--- config.mk ---
export PLATFORM = sky130hd
export DESIGN_NAME = npu_host_ctrl
export DESIGN_NICKNAME = d
export VERILOG_FILES = /design/src/rtl/npu_host_ctrl.sv
export SDC_FILE = /design/constraint.sdc
export NUM_CORES = 1
export LEC_CHECK = 0
export CAP_MARGIN = 10
export CORE_MARGIN = 2
export CORE_UTILIZATION = 63
export DETAILED_ROUTE_END_ITERATION = 10
export PLACE_DENSITY = 0.85
export SLEW_MARGIN = 20
export SYNTH_ARGS = -nofsm -noshare
export SYNTH_HDL_FRONTEND = slang
export SYNTH_SLANG_ARGS = --single-unit
export TNS_END_PERCENT = 100
--- constraint.sdc ---
create_clock -name clk -period 17.35 [get_ports clk]
set_clock_uncertainty 0.15 [all_clocks]
set_input_delay 3.47 -clock clk [delete_from_list [all_inputs] [get_ports clk]]
set_output_delay 3.47 -clock clk [all_outputs]
set_load 0.05 [all_outputs]
--- src/rtl/npu_host_ctrl.sv ---
// NPU host front end: BRAM-style port decode, weight FIFO,
// conv->fc sequencer with watchdog, abort and sticky status.
module npu_host_ctrl #(
    parameter int DATA_W      = 32,
    parameter int ADDR_W      = 16,
    parameter int SEL_LSB     = 12,
    parameter int BUF_WORDS   = 64,
    parameter int FIFO_DEPTH  = 16,
    parameter int RES_W       = 24,
    parameter int TIMEOUT_CYC = 65535
) (
    input  logic               clk,
    input  logic               rst,
    input  logic               ena,
    input  logic               wea,
    input  logic [ADDR_W-1:0]  addra,
    input  logic [DATA_W-1:0]  dina,
    output logic [DATA_W-1:0]  douta,
    output logic               buf_we,
    output logic [2:0]         buf_id,
    output logic [SEL_LSB-1:0] buf_addr,
    output logic [DATA_W-1:0]  buf_wdata,
    output logic               conv_start,
    input  logic               conv_done,
    output logic               fc_start,
    input  logic               fc_done,
    input  logic [RES_W-1:0]   fc_result,
    output logic               w_valid,
    output logic [DATA_W-1:0]  w_data,
    input  logic               w_ready,
    output logic               busy,
    output logic               irq
);

    localparam int AW = $clog2(FIFO_DEPTH);
    localparam int WD_W = (TIMEOUT_CYC > 1) ? $clog2(TIMEOUT_CYC + 1) : 1;
    localparam logic [WD_W-1:0] WD_LAST = WD_W'(TIMEOUT_CYC - 1);
    localparam logic [SEL_LSB:0] BUF_LIM = (SEL_LSB + 1)'(BUF_WORDS);
    localparam logic [AW:0] FULL_LVL = (AW + 1)'(FIFO_DEPTH);

    typedef enum logic [1:0] {
        IDLE = 2'd0,
        CONV = 2'd1,
        FC   = 2'd2,
        DONE = 2'd3
    } state_t;

    state_t state, nxt;

    logic               cap_we;
    logic [2:0]         cap_sel;
    logic [SEL_LSB-1:0] cap_idx;
    logic [DATA_W-1:0]  cap_data;

    logic [DATA_W-1:0]  mem [FIFO_DEPTH];
    logic [AW-1:0]      wr_ptr, rd_ptr;
    logic [AW:0]        count;

    logic [WD_W-1:0]    wd;
    logic               done_q, aborted;
    logic               err_oob, err_ovf, err_busy, err_to;
    logic signed [RES_W-1:0] result_q;

    logic cmd_hit, cmd_start, cmd_abort, cmd_clear;
    logic buf_hit, buf_oob, buf_ok, buf_busy;
    logic push_req, push_ok, pop, full, ovf_ev;
    logic wd_hit, flush, abort_ev, to_ev, latch, start_ev, busy_ev;

    logic [2:0]         rd_sel;
    logic [SEL_LSB-1:0] rd_idx;
    logic [DATA_W-1:0]  rd_data;
    logic [DATA_W-1:0]  status_w;

    if (ADDR_W > SEL_LSB + 3) begin : g_hi
        logic unused_hi;
        assign unused_hi = ^addra[ADDR_W-1:SEL_LSB+3];
    end

    // Decode of the write captured in the previous cycle.
    assign cmd_hit   = cap_we && (cap_sel == 3'd0) && (cap_idx == SEL_LSB'(2));
    assign cmd_start = cmd_hit && cap_data[0];
    assign cmd_abort = cmd_hit && cap_data[1];
    assign cmd_clear = cmd_hit && cap_data[2];

    assign buf_hit  = cap_we && (cap_sel != 3'd0) && (cap_sel != 3'd7);
    assign buf_oob  = buf_hit && ({1'b0, cap_idx} >= BUF_LIM);
    assign buf_ok   = buf_hit && !buf_oob && !busy;
    assign buf_busy = buf_hit && !buf_oob && busy;

    assign buf_we    = buf_ok;
    assign buf_id    = buf_ok ? cap_sel - 3'd1 : 3'd0;
    assign buf_addr  = buf_ok ? cap_idx : '0;
    assign buf_wdata = buf_ok ? cap_data : '0;

    assign busy     = (state != IDLE);
    assign full     = (count == FULL_LVL);
    assign w_valid  = (state == FC) && (count != '0);
    assign w_data   = w_valid ? mem[rd_ptr] : '0;
    assign pop      = w_valid && w_ready;
    assign push_req = cap_we && (cap_sel == 3'd7);
    assign push_ok  = push_req && (!full || pop);
    assign ovf_ev   = push_req && full && !pop;

    assign wd_hit   = (TIMEOUT_CYC != 0) && (wd == WD_LAST);
    assign start_ev = (state == IDLE) && (nxt == CONV);
    assign busy_ev  = (cmd_start && busy) || buf_busy;

    assign irq = done_q | err_oob | err_ovf | err_busy | err_to;

    // Sequencer next state; abort beats completion beats watchdog.
    always_comb begin
        nxt      = state;
        flush    = 1'b0;
        abort_ev = 1'b0;
        to_ev    = 1'b0;
        latch    = 1'b0;
        unique case (state)
            IDLE: begin
                if (cmd_start) nxt = CONV;
            end
            CONV: begin
                if (cmd_abort) begin
                    nxt      = IDLE;
                    flush    = 1'b1;
                    abort_ev = 1'b1;
                end else if (conv_done) begin
                    nxt = FC;
                end else if (wd_hit) begin
                    nxt   = IDLE;
                    flush = 1'b1;
                    to_ev = 1'b1;
                end
            end
            FC: begin
                if (cmd_abort) begin
                    nxt      = IDLE;
                    flush    = 1'b1;
                    abort_ev = 1'b1;
                end else if (fc_done) begin
                    nxt   = DONE;
                    latch = 1'b1;
                end else if (wd_hit) begin
                    nxt   = IDLE;
                    flush = 1'b1;
                    to_ev = 1'b1;
                end
            end
            DONE: begin
                nxt = IDLE;
            end
            default: nxt = IDLE;
        endcase
    end

    // Capture host writes; they take effect one cycle later.
    always_ff @(posedge clk or posedge rst) begin
        if (rst) begin
            cap_we   <= 1'b0;
            cap_sel  <= 3'd0;
            cap_idx  <= '0;
            cap_data <= '0;
        end else begin
            cap_we   <= ena && wea;
            cap_sel  <= addra[SEL_LSB+2:SEL_LSB];
            cap_idx  <= addra[SEL_LSB-1:0];
            cap_data <= dina;
        end
    end

    // State register, per-phase watchdog and start pulses.
    always_ff @(posedge clk or posedge rst) begin
        if (rst) begin
            state      <= IDLE;
            wd         <= '0;
            conv_start <= 1'b0;
            fc_start   <= 1'b0;
        end else begin
            state      <= nxt;
            conv_start <= start_ev;
            fc_start   <= (state == CONV) && (nxt == FC);
            if (nxt != state) wd <= '0;
            else if (busy) wd <= wd + WD_W'(1);
        end
    end

    // Weight FIFO pointers and level; flush empties it.
    always_ff @(posedge clk or posedge rst) begin
        if (rst) begin
            wr_ptr <= '0;
            rd_ptr <= '0;
            count  <= '0;
        end else if (flush) begin
            wr_ptr <= '0;
            rd_ptr <= '0;
            count  <= '0;
        end else begin
            if (push_ok) wr_ptr <= wr_ptr + AW'(1);
            if (pop) rd_ptr <= rd_ptr + AW'(1);
            count <= count + (AW + 1)'(push_ok) - (AW + 1)'(pop);
        end
    end

    // FIFO storage.
    always_ff @(posedge clk) begin
        if (push_ok && !flush) mem[wr_ptr] <= cap_data;
    end

    // Sticky flags and result; a new event beats a clear.
    always_ff @(posedge clk or posedge rst) begin
        if (rst) begin
            done_q   <= 1'b0;
            aborted  <= 1'b0;
            err_oob  <= 1'b0;
            err_ovf  <= 1'b0;
            err_busy <= 1'b0;
            err_to   <= 1'b0;
            result_q <= '0;
        end else begin
            if (state == DONE) done_q <= 1'b1;
            else if (cmd_clear || start_ev) done_q <= 1'b0;
            aborted  <= (aborted & ~cmd_clear) | abort_ev;
            err_oob  <= (err_oob & ~cmd_clear) | buf_oob;
            err_ovf  <= (err_ovf & ~cmd_clear) | ovf_ev;
            err_busy <= (err_busy & ~cmd_clear) | busy_ev;
            err_to   <= (err_to & ~cmd_clear) | to_ev;
            if (latch) result_q <= fc_result;
        end
    end

    assign rd_sel   = addra[SEL_LSB+2:SEL_LSB];
    assign rd_idx   = addra[SEL_LSB-1:0];
    assign status_w = DATA_W'({1'b0, state, 1'b0, aborted, err_to,
                               err_busy, err_ovf, err_oob, done_q, busy});

    // Host read mux; only region 0 is readable.
    always_comb begin
        rd_data = '0;
        if (rd_sel == 3'd0) begin
            case (rd_idx)
                SEL_LSB'(0): rd_data = status_w;
                SEL_LSB'(1): rd_data = DATA_W'(result_q);
                SEL_LSB'(3): rd_data = DATA_W'(count);
                default:     rd_data = '0;
            endcase
        end
    end

    // Registered read data.
    always_ff @(posedge clk or posedge rst) begin
        if (rst) douta <= '0;
        else if (ena && !wea) douta <= rd_data;
    end

endmodule

==> flow_summary_export.csv <==
group,metric,value,unit
status,outcome,"complete, no violations",
pwr,worst_ir_drop_vdd,0.06844,mV
placed_design,gp_congestion,0.7862,
critical_path,critPathCaptureType,"output pin",
route,viasPerCell,6.576,
clock_network,htree_num_levels,2,
placed_design,dpl_cell_area,27790,sq um
layout,drive_above_1_share,0.2037,
route,drc_errors,0,
worst_hold_path,hp-class,"reg -> reg",
route,vias,13461,
global_route,grt_overflow,0,
critical_path,cp.arrival,4.84,ns
floorplanning,start_util,0.6387,
critical_path,crit_slowest_cell,"dfrtp_4",
sta,rsz0062_at_grt,"no",
pwr,power_leakage,10.27,nW
route,wl_per_cell,29.82,microns
sta,hold_violations,0,
layout,final_cells,2047,
synthesis,synth-adder-area-share,0.01112,
layout,syn2layout_area_growth,17.06,%
global_route,grt_pass1_vias,14173,
critical_path,slowest_delay,0.80,ns
layout,diodes,0,
global_route,track_usage,0.3008,
floorplanning,ios,196,
clock_network,numCtsBuffers,61,
floorplanning,dieHeight,204.9,microns
synthesis,synth.area.mux_share,0.1566,
synthesis,synth_top_family_by_area,"multiplexers",
synthesis,synthArstFlopShare,0.2087,
flow_run,drv_cap,0,
layout,n_fill_cell,2206,
sta,slew_viol_final,0,
sta,setup_violations,0,
synthesis,synth_seq_area_share,0.7373,
synthesis,synth-simple-area-share,0.04914,
synthesis,synth-seq-cells,647,
global_route,grt_pass1_wl,89900,microns
pwr,p_per_area,131.5,nW/um^2
floorplanning,dieArea,42000,sq um
synthesis,synth_edf_count,512,
clock_network,worstSkewPairLatency,0.64,ns
route,wl,61040,microns
route,initialDrtViolationCount,1492,
layout,utilization,0.7477,
worst_hold_path,hp-start,"aborted",
critical_path,crit_chain,"buf_4 -> buf_4 -> mux4_2 -> mux4_2 -> and2_1 -> clkdlybuf4s50_1",
placed_design,post-place-cells,1931,
placed_design,portBuffers,188,
synthesis,synth-xor-area-share,0.008264,
critical_path,reg2reg_from,"cap_sel[0]",
clock_network,clk_path_buf_depth,3,
sta,min_period,8.462,ns
critical_path,start_kind,"flop",
placed_design,dpl.hpwl,30400,microns
sta,tns,0,ns
clock_network,cts_hold_buf,0,
clock_network,clk_pin_slew,0.06,ns
synthesis,synth_compound_gate_area_share,0.01825,
floorplanning,row_count,73,
layout,multiInputGateArea,6286,sq um
global_route,grt_max_degree,81,
sta,finalCritPeriodShare,0.4877,
clock_network,root_buffer,"clkbuf_16",
sta,fin_ws,8.888,ns
floorplanning,die_x,204.9,microns
clock_network,cts_tree,"yes",
placed_design,pre_cts_slack,9.464,ns
floorplanning,core,39820,sq um
layout,nNetsFinal,1570,
sta,slew_headroom,0.2171,
clock_network,post_cts.resized_instances,0,
critical_path,required,13.73,ns
route,first_pass_iters,6,
layout,stdcell_area,29770,sq um
synthesis,synthCells,1277,
layout,register_area,18760,sq um
clock_network,post_cts.repair.setup_buffers,0,
critical_path,crit_type,"reg -> out",
critical_path,crit_start,"rd_ptr[0]",
sta,timing.fmax,0.1182,GHz
global_route,antenna_found_initial,1,
clock_network,cts_sinks,647,
route,ant_nets,0,
synthesis,ys.warnings.count,0,
synthesis,synth_cell_types,64,
sta,tightestPinTransition,1.174,ns
synthesis,synthesis.area,25440,sq um
synthesis,avgSynthCellArea,19.92,sq um
synthesis,ys.flop_type,"edfxtp_1",
critical_path,cp_max_fo,35,
-- cells by family (layout without fill, tap and decap cells) --
group                      after synthesis  count (layout)
DFF                                    647             647
and+or+nand+nor                        219             219
muxes                                  195             195
buffers and inverters                  104             344
AOI/OAI and AO/OA                       65              65
xor gates and xnor gates                24              24
adders and majority gates               22              22
other                                    1               6
-- final cells by class --
class	count	area share
sequential	647	0.6302
multi-input combinational	531	0.2111
timing repair buffer	206	0.06787
clock buffer	72	0.05265
tap	525	0.02206
clock inverter	44	0.01319
inverter	22	0.002942
-- registers in the layout (all words and copies together), names as in the netlist, 4 cells and up --
register	count
result_q	24
rd_ptr	4
wd	16
count	5
wr_ptr	4
cap_idx	12
douta	24
cap_data	32
mem	512
-- layer usage --
metal	up-vias	share of wire	global-route usage
met3	181	0.098	0.06236
li1	5457	-	-
met1	6943	0.35	0.3860
met2	880	0.51	0.5078
met5	-	0	0
met4	0	0.038	0.1236
-- synthesized netlist by cell type, types with 3 or more instances --
library cell	count	area, sq um
nand2_1	29	108.9
buf_1	5	18.77
o21a_1	3	22.52
mux4_2	160	3603
buf_2	12	60.06
nor4_1	6	37.54
a21o_1	3	22.52
xnor2_1	11	96.34
a22o_1	20	175.2
inv_1	21	78.83
dfrtp_1	135	3378
and2_1	42	262.8
and3_1	44	275.3
nand4_1	6	37.54
a21oi_1	9	45.04
buf_6	3	33.78
nor2b_1	8	50.05
nor2_1	40	150.1
nor3_1	6	30.03
mux2i_1	11	110.1
mux2_1	20	225.2
mux2_2	4	45.04
buf_4	16	120.1
ha_1	21	262.8
nand3_1	12	60.06
clkbuf_1	46	172.7
edfxtp_1	512	15370
o21ai_0	17	85.08
xor2_1	13	113.9
-- path summary, 6_finish.rpt --
path,to,slack (ns),cells past startpoint
max in group asynchronous,rd_ptr[0],12.35,3
worst max register to register,mem[13][31],13.03,9
worst min-delay path,aborted,0.33,2
min in group asynchronous,result_q[16],3.22,2
worst min register to register,aborted,0.33,2
worst max-delay path,w_data[7],8.89,6
-- worst max-delay path, delay by kind of cell, from the launching register on --
family	cells	cell delay (ns)
multiplexers	2	1.10
buffers and inverters	3	2.07
AND/OR/NAND/NOR	1	0.17
flip-flops	1	0.80
-- cells in the final DEF, fill, tap and decap left out, types with 13 or more instances in the layout --
cell / synthesis / final
ha_1: 21 / 20
xor2_1: 13 / 13
nand2_1: 29 / 29
buf_4: 16 / 17
and2_1: 42 / 34
and3_1: 44 / 39
edfxtp_1: 512 / 512
clkdlybuf4s50_1: 0 / 188
clkinv_1: 1 / 17
mux4_2: 160 / 160
inv_1: 21 / 20
clkbuf_16: 0 / 61
dfrtp_1: 135 / 131
o21ai_0: 17 / 17
a22o_1: 20 / 20
mux2_1: 20 / 20
nor2_1: 40 / 38
-- report_power, final --
group,internal [mW],total (mW),switching [mW]
combinational,0.396,0.764,0.368
clock,0.736,1.32,0.581
sequential,1.73,1.84,0.100
total,2.87,3.92,1.05
-- metrics by stage --
step | hold slack, ns | power, mW
3_5_place_dp | 0.3089 | 2.613
6_report | 0.3270 | 3.916
3_3_place_gp | 0.3151 | 2.586
5_1_grt | 0.3500 | 4.041
4_1_cts | 0.3299 | 3.931
2_1_floorplan | 0.2880 | 2.415
Note: power is estimated with default switching activity, not from simulation.
